### src/rtl/cpu_reg_file_pkg.sv
// Shared types and constants for the CPU byte-register file.
package cpu_reg_pkg;

  typedef enum logic [1:0] {
    OP_HOLD = 2'b00,
    OP_LOAD = 2'b01,
    OP_INC  = 2'b10,
    OP_DEC  = 2'b11
  } op_e;

  localparam int         DEF_WIDTH    = 8;
  localparam logic [7:0] SP_RESET_VAL = 8'hFD;

endpackage

### src/rtl/cpu_reg_file_reg_cell.sv
// One register of the file: load/inc/dec datapath plus sync active-low reset.
module reg_cell
  import cpu_reg_pkg::*;
#(
  parameter int               WIDTH   = DEF_WIDTH,
  parameter logic [WIDTH-1:0] RST_VAL = '0
) (
  input  logic             clk,
  input  logic             rst_n,
  input  logic             en,
  input  logic [1:0]       op,
  input  logic [WIDTH-1:0] wr_data,
  output logic [WIDTH-1:0] q,
  output logic [WIDTH-1:0] d_next,
  output logic             wrap
);

  // d_next/wrap are computed regardless of en so the top can forward and flag them.
  always_comb begin
    d_next = q;
    wrap   = 1'b0;
    case (op_e'(op))
      OP_LOAD: d_next = wr_data;
      OP_INC: begin
        d_next = q + 1'b1;
        wrap   = (q == {WIDTH{1'b1}});
      end
      OP_DEC: begin
        d_next = q - 1'b1;
        wrap   = (q == '0);
      end
      default: d_next = q;
    endcase
  end

  always_ff @(posedge clk) begin
    if (!rst_n) begin
      q <= RST_VAL;
    end else if (en) begin
      q <= d_next;
    end
  end

endmodule

### src/rtl/cpu_reg_file.sv
// Parametrised CPU byte-register file: one load/inc/dec write port, two read ports, registered flags.
// Optional same-cycle write-to-read forwarding is enabled by defining REGFILE_BYPASS_EN.
module cpu_reg_file
  import cpu_reg_pkg::*;
#(
  parameter int               WIDTH    = DEF_WIDTH,
  parameter int               NUM_REGS = 4,
  parameter int               SP_INDEX = 3,
  parameter logic [WIDTH-1:0] SP_RESET = WIDTH'(SP_RESET_VAL),
  localparam int              SELW     = (NUM_REGS > 1) ? $clog2(NUM_REGS) : 1
) (
  input  logic             clk,
  input  logic             rst_n,
  input  logic [1:0]       op,
  input  logic [SELW-1:0]  wr_sel,
  input  logic [WIDTH-1:0] wr_data,
  input  logic [SELW-1:0]  rd_sel_a,
  input  logic [SELW-1:0]  rd_sel_b,
  output logic [WIDTH-1:0] rd_data_a,
  output logic [WIDTH-1:0] rd_data_b,
  output logic             flag_vld,
  output logic             flag_z,
  output logic             flag_n,
  output logic             flag_w,
  output logic             sel_err
);

  // flag_vld and sel_err are single-cycle pulses with no back-pressure: the consumer
  // must sample them in the cycle after the op; flag_z/n/w stay valid until the next legal op.

  logic             active;
  logic             legal;
  logic             wr_ok;
  logic [WIDTH-1:0] q_arr    [NUM_REGS];
  logic [WIDTH-1:0] nxt_arr  [NUM_REGS];
  logic             wrap_arr [NUM_REGS];
  logic [WIDTH-1:0] res;
  logic             res_wrap;

  assign active = (op_e'(op) != OP_HOLD);
  // One extra bit so NUM_REGS itself fits when it is a power of two.
  assign legal  = ({1'b0, wr_sel} < (SELW + 1)'(NUM_REGS));
  assign wr_ok  = active && legal;

  for (genvar i = 0; i < NUM_REGS; i++) begin : g_cell
    reg_cell #(
      .WIDTH  (WIDTH),
      .RST_VAL((i == SP_INDEX) ? SP_RESET : {WIDTH{1'b0}})
    ) u_cell (
      .clk    (clk),
      .rst_n  (rst_n),
      .en     (wr_ok && (wr_sel == SELW'(i))),
      .op     (op),
      .wr_data(wr_data),
      .q      (q_arr[i]),
      .d_next (nxt_arr[i]),
      .wrap   (wrap_arr[i])
    );
  end

  always_comb begin
    res      = '0;
    res_wrap = 1'b0;
    for (int i = 0; i < NUM_REGS; i++) begin
      if (wr_sel == SELW'(i)) begin
        res      = nxt_arr[i];
        res_wrap = wrap_arr[i];
      end
    end
  end

  // Out-of-range selects fall through to zero.
  always_comb begin
    rd_data_a = '0;
    rd_data_b = '0;
    for (int i = 0; i < NUM_REGS; i++) begin
      if (rd_sel_a == SELW'(i)) rd_data_a = q_arr[i];
      if (rd_sel_b == SELW'(i)) rd_data_b = q_arr[i];
    end
`ifdef REGFILE_BYPASS_EN
    if (wr_ok && (rd_sel_a == wr_sel)) rd_data_a = res;
    if (wr_ok && (rd_sel_b == wr_sel)) rd_data_b = res;
`endif
  end

  always_ff @(posedge clk) begin
    if (!rst_n) begin
      flag_vld <= 1'b0;
      flag_z   <= 1'b0;
      flag_n   <= 1'b0;
      flag_w   <= 1'b0;
      sel_err  <= 1'b0;
    end else begin
      flag_vld <= wr_ok;
      sel_err  <= active && !legal;
      if (wr_ok) begin
        flag_z <= (res == '0);
        flag_n <= res[WIDTH-1];
        flag_w <= res_wrap;
      end
    end
  end

endmodule
### config.mk
export PLATFORM = sky130hd
export DESIGN_NAME = cpu_reg_file
export DESIGN_NICKNAME = d
export VERILOG_FILES = /design/src/rtl/cpu_reg_file_pkg.sv /design/src/rtl/cpu_reg_file_reg_cell.sv /design/src/rtl/cpu_reg_file.sv
export SDC_FILE = /design/constraint.sdc
export NUM_CORES = 1
export LEC_CHECK = 0
export CAP_MARGIN = 25
export CORE_MARGIN = 2
export CORE_UTILIZATION = 60
export DETAILED_ROUTE_END_ITERATION = 12
export PLACE_DENSITY = 0.83
export SYNTH_ARGS = -nofsm -noshare
export SYNTH_HDL_FRONTEND = slang
export SYNTH_SLANG_ARGS = --single-unit
### constraint.sdc
create_clock -name clk -period 5.3 [get_ports clk]
set_input_delay 1.06 -clock clk [delete_from_list [all_inputs] [get_ports clk]]
set_output_delay 1.06 -clock clk [all_outputs]
set_load 0.03 [all_outputs]
After elaboration in Yosys (flattened, before gate mapping)
Index checks and enable logic that the tools add are counted.
{ "word_totals": {"reg_bits": 36, "latch_bits": 0, "ram_bits": 0, "romBits": 0, "in_bits": 18, "memories": 0} }
{ "classes": {"n_addsub": 8, "n_mul": 0, "div": 0, "n_lt_le_gt_ge": 0, "eq_ne": 16, "shift": 0, "n_mux": 24, "n_bitwise": 0, "n_reduce_logical": 13} }
{ "op_table": {"columns": ["operator", "count"], "rows": [
  ["two-way mux 8 bit", 12],
  ["one-hot mux 8 bit (3 select lines)", 4],
  ["logical NOT 8 bit", 5],
  ["adder 8 x 1 -> 8 bit (second input constant)", 4],
  ["== test 8 bit (second input constant)", 4],
  ["subtractor 8 x 1 -> 8 bit (second input constant)", 4],
  ["== test 2 bit (second input constant)", 8],
  ["== test 2 x 1 -> 1 bit (second input constant)", 4],
  ["one-hot mux 1 bit (2 select lines)", 4],
  ["logical NOT 2 bit", 3],
  ["logical AND 1 bit", 4],
  ["two-way mux 1 bit", 4],
  ["nonzero test 2 bit", 1]
]} }

Longest topological paths before layout
Gate-level depths: netlist of the first run.
{ "logic_depth": {"word_depth": 7, "mapped_depth": 14} }

Hierarchy
A second synthesis of the first run with hierarchy kept.
{ "hier_totals": {"cells_unflattened": 609, "area_unflattened_um2": 4954.8} }
{ "modules_own_cells": {"columns": ["module", "instances", "cells_each", "area_each_um2", "seq_area_each_um2"], "rows": [
  ["reg_cell (g_cell[1].u_cell ...)", 2, 136, 1089.8, 160.2],
  ["reg_cell (g_cell[0].u_cell)", 1, 137, 1081.0, 160.2],
  ["reg_cell (g_cell[3].u_cell)", 1, 134, 944.7, 160.2],
  ["cpu_reg_file", 1, 66, 749.5, 80.1]
]} }

Worst setup path before layout of the first run
No wires, ideal clock.
{ "synth_timing": {"path_kind": "in2reg", "from": "in op[1]", "to": "reg flag_z", "setup_time_ps": 69, "arrival_ps": 3770, "required_time_ps": 5231, "path_slack_ps": 1461, "cell_stages": 13, "path_cell_list": "buf_6 > nand2_4 > clkbuf_1 > xnor2_1 > ha_1 > o31ai_1 > a221oi_1 > a2111oi_0 > a221oi_1 > o41ai_1 > a41oi_1 > or4_1 > o21ai_1"} }
{ "synth_between": {"elab_chain_cells": 7, "elab_cells_between_ends": 13} }
{ "synth_lines": {"columns": ["item", "line", "source"], "rows": [
  ["start: declaration", "cpu_reg_file.sv:14", "input logic [1:0] op,"],
  ["== test 2 bit / == test 2 x 1 -> 1 bit (equally long branches)", "cpu_reg_file_reg_cell.sv:22", "case (op_e'(op))"],
  ["one-hot mux 8 bit (3 select lines)", "cpu_reg_file_reg_cell.sv:22", null],
  ["two-way mux 8 bit (4 in a row)", "cpu_reg_file.sv:65", "if (wr_sel == SELW'(i)) begin"],
  ["logical NOT 8 bit", "cpu_reg_file.sv:97", "flag_z <= (res == '0);"],
  ["end signal: assignment", "cpu_reg_file.sv:97", null],
  ["end: declaration", "cpu_reg_file.sv:22", "output logic flag_z,"]
]} }
Parallel ways exist; a longest one is shown, timed or not.
A chain may end at the register's enable or synchronous reset.

Worst setup path after layout of the first run
{ "layout_timing": {"from": "in rd_sel_a[1]", "to": "out rd_data_a[2]"} }
{ "layout_between": {"elab_chain_cells": 5, "elab_cells_between_ends": 8} }
{ "layout_lines": {"columns": ["item", "line", "source"], "rows": [
  ["start: declaration", "cpu_reg_file.sv:17", "input logic [SELW-1:0] rd_sel_a,"],
  ["logical NOT 2 bit", "cpu_reg_file.sv:77", "if (rd_sel_a == SELW'(i)) rd_data_a = q_arr[i];"],
  ["two-way mux 8 bit (3 in a row)", "cpu_reg_file.sv:77", null],
  ["two-way mux 8 bit (*)", "cpu_reg_file.sv:77", null],
  ["end: declaration", "cpu_reg_file.sv:19", "output logic [WIDTH-1:0] rd_data_a,"]
]} }
Mark *: on every way between the ends. The rest lies on a longest branch, timed or not.

==> impl_metrics.json, run 1 <==
{
  "period_share_pct": 78.8,
  "stdcell_area_mm2": 0.00444,
  "syn_avg_cell_area_um2": 7.40,
  "cp_top_family": "buffers and inverters",
  "antenna_found_initial": 0,
  "cp.arrival_ns": 3.12,
  "clockBufferDepth": 2,
  "place_area_mm2": 0.00435,
  "rows": 30,
  "grt_pass1_vias": 4221,
  "fillCellCount": 588,
  "num_vias": 4679,
  "fin_nets": 575,
  "die_area_mm2": 0.00750,
  "rsz0062_at_grt": "no",
  "areaGrowthSynthToFinish_pct": 8.47,
  "h-tree-depth": 2,
  "drt_first_iter_violations": 566,
  "drive_gt1_share_pct": 7.71,
  "crit_required_ns": 4.24,
  "netlist_instances": 553,
  "setup_viol": 0,
  "cts_made_buffers": 5,
  "synth_edf_count": 0,
  "synthesis.area_mm2": 0.00409,
  "clock_latency_ns": 0.30,
  "cts_resized": 0,
  "critPathLaunchType": "primary input",
  "maxSlewViolCount": 0,
  "numPortBuffers": 37,
  "grt_max_degree": 64,
  "period_needed_ns": 4.18,
  "synthArstFlopShare_pct": 0,
  "total_power_uw": 884,
  "grt_overflow": 0,
  "p_leak_uw": 0.00159,
  "yosysWarnings": 0,
  "slowest_stage": "clkdlybuf4s50_1",
  "io-pin-count": 39,
  "mostFrequentLayoutCells": "nand2_1 (63), nor2_1 (49), dfxtp_1 (36)",
  "slowest_delay_ns": 0.84,
  "viasPerCell": 7.49,
  "place_ws_ns": 1.08,
  "crit_path_frequent_cell": "clkdlybuf4s50_1",
  "slew_headroom_pct": 40.1,
  "synth_ff_type": "dfxtp_1",
  "post_cts_buffers": 0,
  "worstSetupPathType": "in2out",
  "dp_hpwl_um": 9600,
  "core_mm2": 0.00668,
  "cap_violations": 0,
  "n_antenna_cell": 0,
  "ys_seq_elements": 36,
  "die_h_um": 86.6,
  "finClkSkew_ns": 0.00555,
  "avgRoutedWirePerCell_um": 22.2,
  "post_cts_hold_buffer_count": 0,
  "ys_seq_area_share_pct": 17.6,
  "drc": 0,
  "dr.pass1.iters": 5,
  "clock_sinks": 36,
  "syn_nets": 584,
  "dieWidth_um": 86.6,
  "grtUsageTotal_pct": 37.5,
  "cts_tree": "done",
  "status": "completed",
  "mostFrequentLayoutCell": "nand2_1",
  "fin_ws_ns": 1.12,
  "p_per_area_mw_per_mm2": 199,
  "multi_input_area_mm2": 0.00309,
  "place_congestion": 0.995,
  "clk_pin_slew_ns": 0.08,
  "ff_latch_area_um2": 721,
  "fmax_mhz": 239,
  "tns_ns": 0,
  "cp_max_fo": 8,
  "root_buffer": "clkbuf_8",
  "hp-class": "reg2reg",
  "grt_pass1_wl_um": 21900,
  "crit_chain": "clkdlybuf4s50_1 -> mux4_2 -> clkdlybuf4s50_1",
  "start_util_pct": 61.3,
  "wirelength_um": 13900,
  "ys_types": 75,
  "ir_drop_mv": 0.116,
  "crit_buf_inv": 2,
  "crit_path_end_kind": "output port",
  "drtAntennaViolNets": 0,
  "worstMarginPinSlew_ns": 0.897,
  "finalHoldViolCount": 0,
  "timing.hold.ws_ns": 0.503
}
[worst paths after layout]
check,start,to,slack [ns],depth (start not counted)
worst max-delay path,rd_sel_a[1],rd_data_a[2],1.12,3
worst min-delay path,flag_z,flag_z,0.50,2
worst max register to register,g_cell[3].u_cell.q[1],flag_z,1.94,10
worst min register to register,flag_z,flag_z,0.50,2
[logic make-up after synthesis]
group / after synthesis / synth area share [%]
compound gates: 178 / 31.0
simple gates: 220 / 26.9
flops: 36 / 17.6
fa+ha+maj: 14 / 4.25
xor+xnor: 13 / 2.78
mux: 21 / 10.4
other cells: 1 / 0.0916
buf+inv: 70 / 7.00
[flip-flops by register name, summed over array words and instances (netlist names)]
name,flops
flag_z,1
flag_n,1
flag_vld,1
flag_w,1
g_cell.u_cell.q,32
[cell type report]
class,instances,share of cell area (%)
clock buffer,8,2.03
inverter,12,1.01
multi-input combinational,447,69.5
sequential,36,16.2
tap,80,2.25
timing repair buffer,42,8.96
[Yosys cell counts, types with 4 or more instances]
cell type,instances,area share (%)
nand3_1,17,2.1
a31oi_1,7,1.1
nor4_1,5,0.76
a32oi_1,5,1.1
a21boi_0,11,2.0
nor2b_1,9,1.4
a21oi_1,31,3.8
nor3_1,18,2.2
and2_1,5,0.76
o21ai_0,33,4.0
inv_1,11,1.0
nand2_1,63,5.8
ha_1,13,4.0
a211oi_1,11,2.0
nor2_1,49,4.5
o22ai_1,4,0.61
o211ai_1,9,1.7
a22oi_1,4,0.73
o21bai_1,4,0.73
nor3b_1,5,0.92
mux4_2,17,9.4
dfxtp_1,36,18
a221oi_1,5,1.1
nand4_1,8,1.2
nand2b_1,7,1.1
a311oi_1,5,1.1
buf_1,5,0.46
and3_1,6,0.92
xnor2_1,10,2.1
o311ai_0,5,1.1
buf_2,10,1.2
or4_1,6,1.1
clkbuf_1,41,3.8
or3_1,7,1.1
o31ai_1,4,0.73
[metal layers]
layer | vias to the layer above | wire length, um | track usage (%)
met5 | - | 0 | 0
met4 | 0 | 879 | 18.8
met3 | 96 | 1950 | 8.57
met2 | 360 | 5970 | 58.3
met1 | 2133 | 5080 | 48.9
li1 | 2090 | - | -
[through the flow]
| stage | util [%] | instances |
|---|---|---|
| final | 66.5 | 625 |
| after global placement | 65.1 | 617 |
| after CTS | 66.5 | 625 |
| after global routing | 66.5 | 625 |
| after detailed placement | 65.1 | 617 |
| after floorplan | - | 553 |
[power breakdown]
part	total (uW)	switching (uW)	internal [uW]	leakage (uW)
sequential	327	41.1	286	0.000295
combinational	340	199	141	0.00125
clock	217	110	106	0.0000455
[worst reg2reg max path, stage by stage, from the launching register on]
cell and delay (ns):
dfxtp_1 0.60, xnor2_1 0.17, ha_1 0.33, or4_1 0.48, o21ai_0 0.18, a22o_1 0.15
a221o_1 0.17, nor3b_1 0.33, a41oi_1 0.21, or4_1 0.56, o21ai_1 0.12
Power figures use the tool's default switching activity.
==> run 2, diff against run 1 <==
--- a/config.mk
+++ b/config.mk
@@ -7,9 +7,9 @@
 export LEC_CHECK = 0
 export CAP_MARGIN = 25
 export CORE_MARGIN = 2
-export CORE_UTILIZATION = 60
+export CORE_UTILIZATION = 59
 export DETAILED_ROUTE_END_ITERATION = 12
-export PLACE_DENSITY = 0.83
+export PLACE_DENSITY = 0.82
 export SYNTH_ARGS = -nofsm -noshare
 export SYNTH_HDL_FRONTEND = slang
 export SYNTH_SLANG_ARGS = --single-unit
==> constraint.sdc (replaced) <==
create_clock -name clk -period 4.1 [get_ports clk]
set_input_delay 0.82 -clock clk [delete_from_list [all_inputs] [get_ports clk]]
set_output_delay 0.82 -clock clk [all_outputs]
set_load 0.03 [all_outputs]
==> impl_metrics.json, run 2 (synthesis gave the netlist of run 1 again) <==
{
  "clockBufferDepth": 2,
  "top_register": "g_cell.u_cell.q",
  "crit_path_end_kind": "output port",
  "setup_viol": 0,
  "cts_tree": "done",
  "status": "completed",
  "finalHoldViolCount": 0,
  "reg2reg_slack_ns": 0.69,
  "dieWidth_um": 87.3,
  "post_cts_hold_buffer_count": 0,
  "slew_headroom_pct": 43.3,
  "wirelength_um": 14000,
  "dp_hpwl_um": 9970,
  "grt_pass1_vias": 4221,
  "drc": 0,
  "place_congestion": 1.05,
  "hp-start": "flag_w",
  "stdcell_count": 633,
  "stdcell_area_mm2": 0.00450,
  "viasPerCell": 7.52,
  "numPortBuffers": 37,
  "n_antenna_cell": 0,
  "clk_pin_slew_ns": 0.07,
  "tns_ns": 0,
  "p_per_area_mw_per_mm2": 255,
  "critPathLaunchType": "primary input",
  "core_mm2": 0.00676,
  "worstSetupPathType": "in2out",
  "place_area_mm2": 0.00441,
  "mostFrequentLayoutCell": "nand2_1",
  "grtUsageTotal_pct": 37.5,
  "mostFrequentLayoutCells": "nand2_1 (63), nor2_1 (49), dfxtp_1 (36)",
  "fmax_mhz": 270,
  "cp.arrival_ns": 2.88,
  "fin_nets": 583,
  "grt_pass1_wl_um": 22100,
  "largest_reg_flops": 32,
  "crit_chain": "clkdlybuf4s50_1 -> mux4_2 -> clkdlybuf4s50_1",
  "crit_required_ns": 3.28,
  "rsz0062_at_grt": "no",
  "rows": 30,
  "drt_first_iter_violations": 618,
  "cts_resized": 0,
  "ff_latch_area_um2": 721,
  "slowest_stage": "clkdlybuf4s50_1",
  "post_cts_buffers": 0,
  "num_vias": 4758,
  "die_h_um": 87.3,
  "root_buffer": "clkbuf_8",
  "cts_made_buffers": 5,
  "r2r-end": "flag_z",
  "multi_input_area_mm2": 0.00309,
  "io-pin-count": 39,
  "slowest_delay_ns": 0.84,
  "ir_drop_mv": 0.172,
  "areaGrowthSynthToFinish_pct": 9.99,
  "drtAntennaViolNets": 0,
  "grt_max_degree": 64,
  "r2r-start": "g_cell[2].u_cell.q[1]",
  "cp-startpoint": "rd_sel_a[1]",
  "place_inst": 625,
  "die_area_mm2": 0.00762,
  "cap_violations": 0,
  "hold_end": "flag_w",
  "maxSlewViolCount": 0,
  "antenna_found_initial": 0,
  "dr.pass1.iters": 6,
  "rr_worst_depth": 10,
  "cp_max_fo": 8,
  "start_util_pct": 60.6,
  "clock_latency_ns": 0.30,
  "hold_depth": 2,
  "period_needed_ns": 3.70,
  "period_share_pct": 90.3,
  "drive_gt1_share_pct": 9.40,
  "grt_overflow": 0,
  "clock_sinks": 36,
  "crit_path_frequent_cell": "clkdlybuf4s50_1",
  "p_leak_uw": 0.00163,
  "worstMarginPinSlew_ns": 0.847,
  "hp-class": "reg2reg",
  "fillCellCount": 603,
  "avgRoutedWirePerCell_um": 22.0,
  "finClkSkew_ns": 0.00867,
  "h-tree-depth": 2
}
[run 2: changes by cell type in the layout (fill, tap and decap cells not counted), sizes merged]
cell    before  now
buf          7   15
clkbuf       8    6
clkinv       0    2
[run 2: cell type report]
type	count	share of cell area [%]
Tap cell	80	2.22
Clock inverter	2	0.222
Sequential cell	36	16.0
Inverter	12	1.00
Timing Repair Buffer	50	10.2
Multi-Input combinational cell	447	68.5
Clock buffer	6	1.83
[run 2: layer usage]
metal / track usage, % / part of all wire (%) / up-vias
met5: 0 / 0 / -
met2: 55.9 / 44 / 382
met1: 49.9 / 37 / 2178
met3: 9.67 / 14 / 90
met4: 19.0 / 5.2 / 0
li1: - / - / 2108
[run 2: through the flow]
| step | total power (uW) | worst slack (ns) | utilization, % | hold slack (ns) |
|---|---|---|---|---|
| 2_1_floorplan | 723 | 0.501 | - | 0.500 |
| 3_3_place_gp | 851 | 0.386 | 65.3 | 0.486 |
| 3_5_place_dp | 862 | 0.328 | 65.3 | 0.491 |
| 4_1_cts | 1140 | 0.412 | 66.6 | 0.502 |
| 5_1_grt | 1200 | 0.340 | 66.6 | 0.513 |
| 6_report | 1150 | 0.396 | 66.6 | 0.513 |
[run 2: worst max-delay path: cells and delay by family]
family,cells,cell delay (ns)
buffers and inverters,2,1.46
muxes,1,0.59
[run 2: where the power goes]
part / switching (uW) / internal, uW / total, uW
Combinational: 260 / 188 / 448
Sequential: 53.3 / 369 / 422
Clock: 145 / 134 / 280
Total: 458 / 692 / 1150
[run 2: worst max path at each step]
stage                         to  slack (ns)  cells past startpoint
detailed placement        flag_z        0.33                     12
finish              rd_data_a[6]        0.40                      3
CTS                 rd_data_a[6]        0.41                      3
global route        rd_data_a[2]        0.34                      3
floorplan                 flag_z        0.50                     13
global placement          flag_z        0.39                     12
==> run 3, diff against run 2 <==
--- a/config.mk
+++ b/config.mk
@@ -5,11 +5,13 @@
 export SDC_FILE = /design/constraint.sdc
 export NUM_CORES = 1
 export LEC_CHECK = 0
-export CAP_MARGIN = 25
+export CAP_MARGIN = 20
 export CORE_MARGIN = 2
 export CORE_UTILIZATION = 59
+export CTS_CLUSTER_SIZE = 10
 export DETAILED_ROUTE_END_ITERATION = 12
 export PLACE_DENSITY = 0.82
+export SLEW_MARGIN = 15
 export SYNTH_ARGS = -nofsm -noshare
 export SYNTH_HDL_FRONTEND = slang
 export SYNTH_SLANG_ARGS = --single-unit
==> results of run 3 <==
Same layout as run 2: the final DEF is identical, and so are final timing and power.
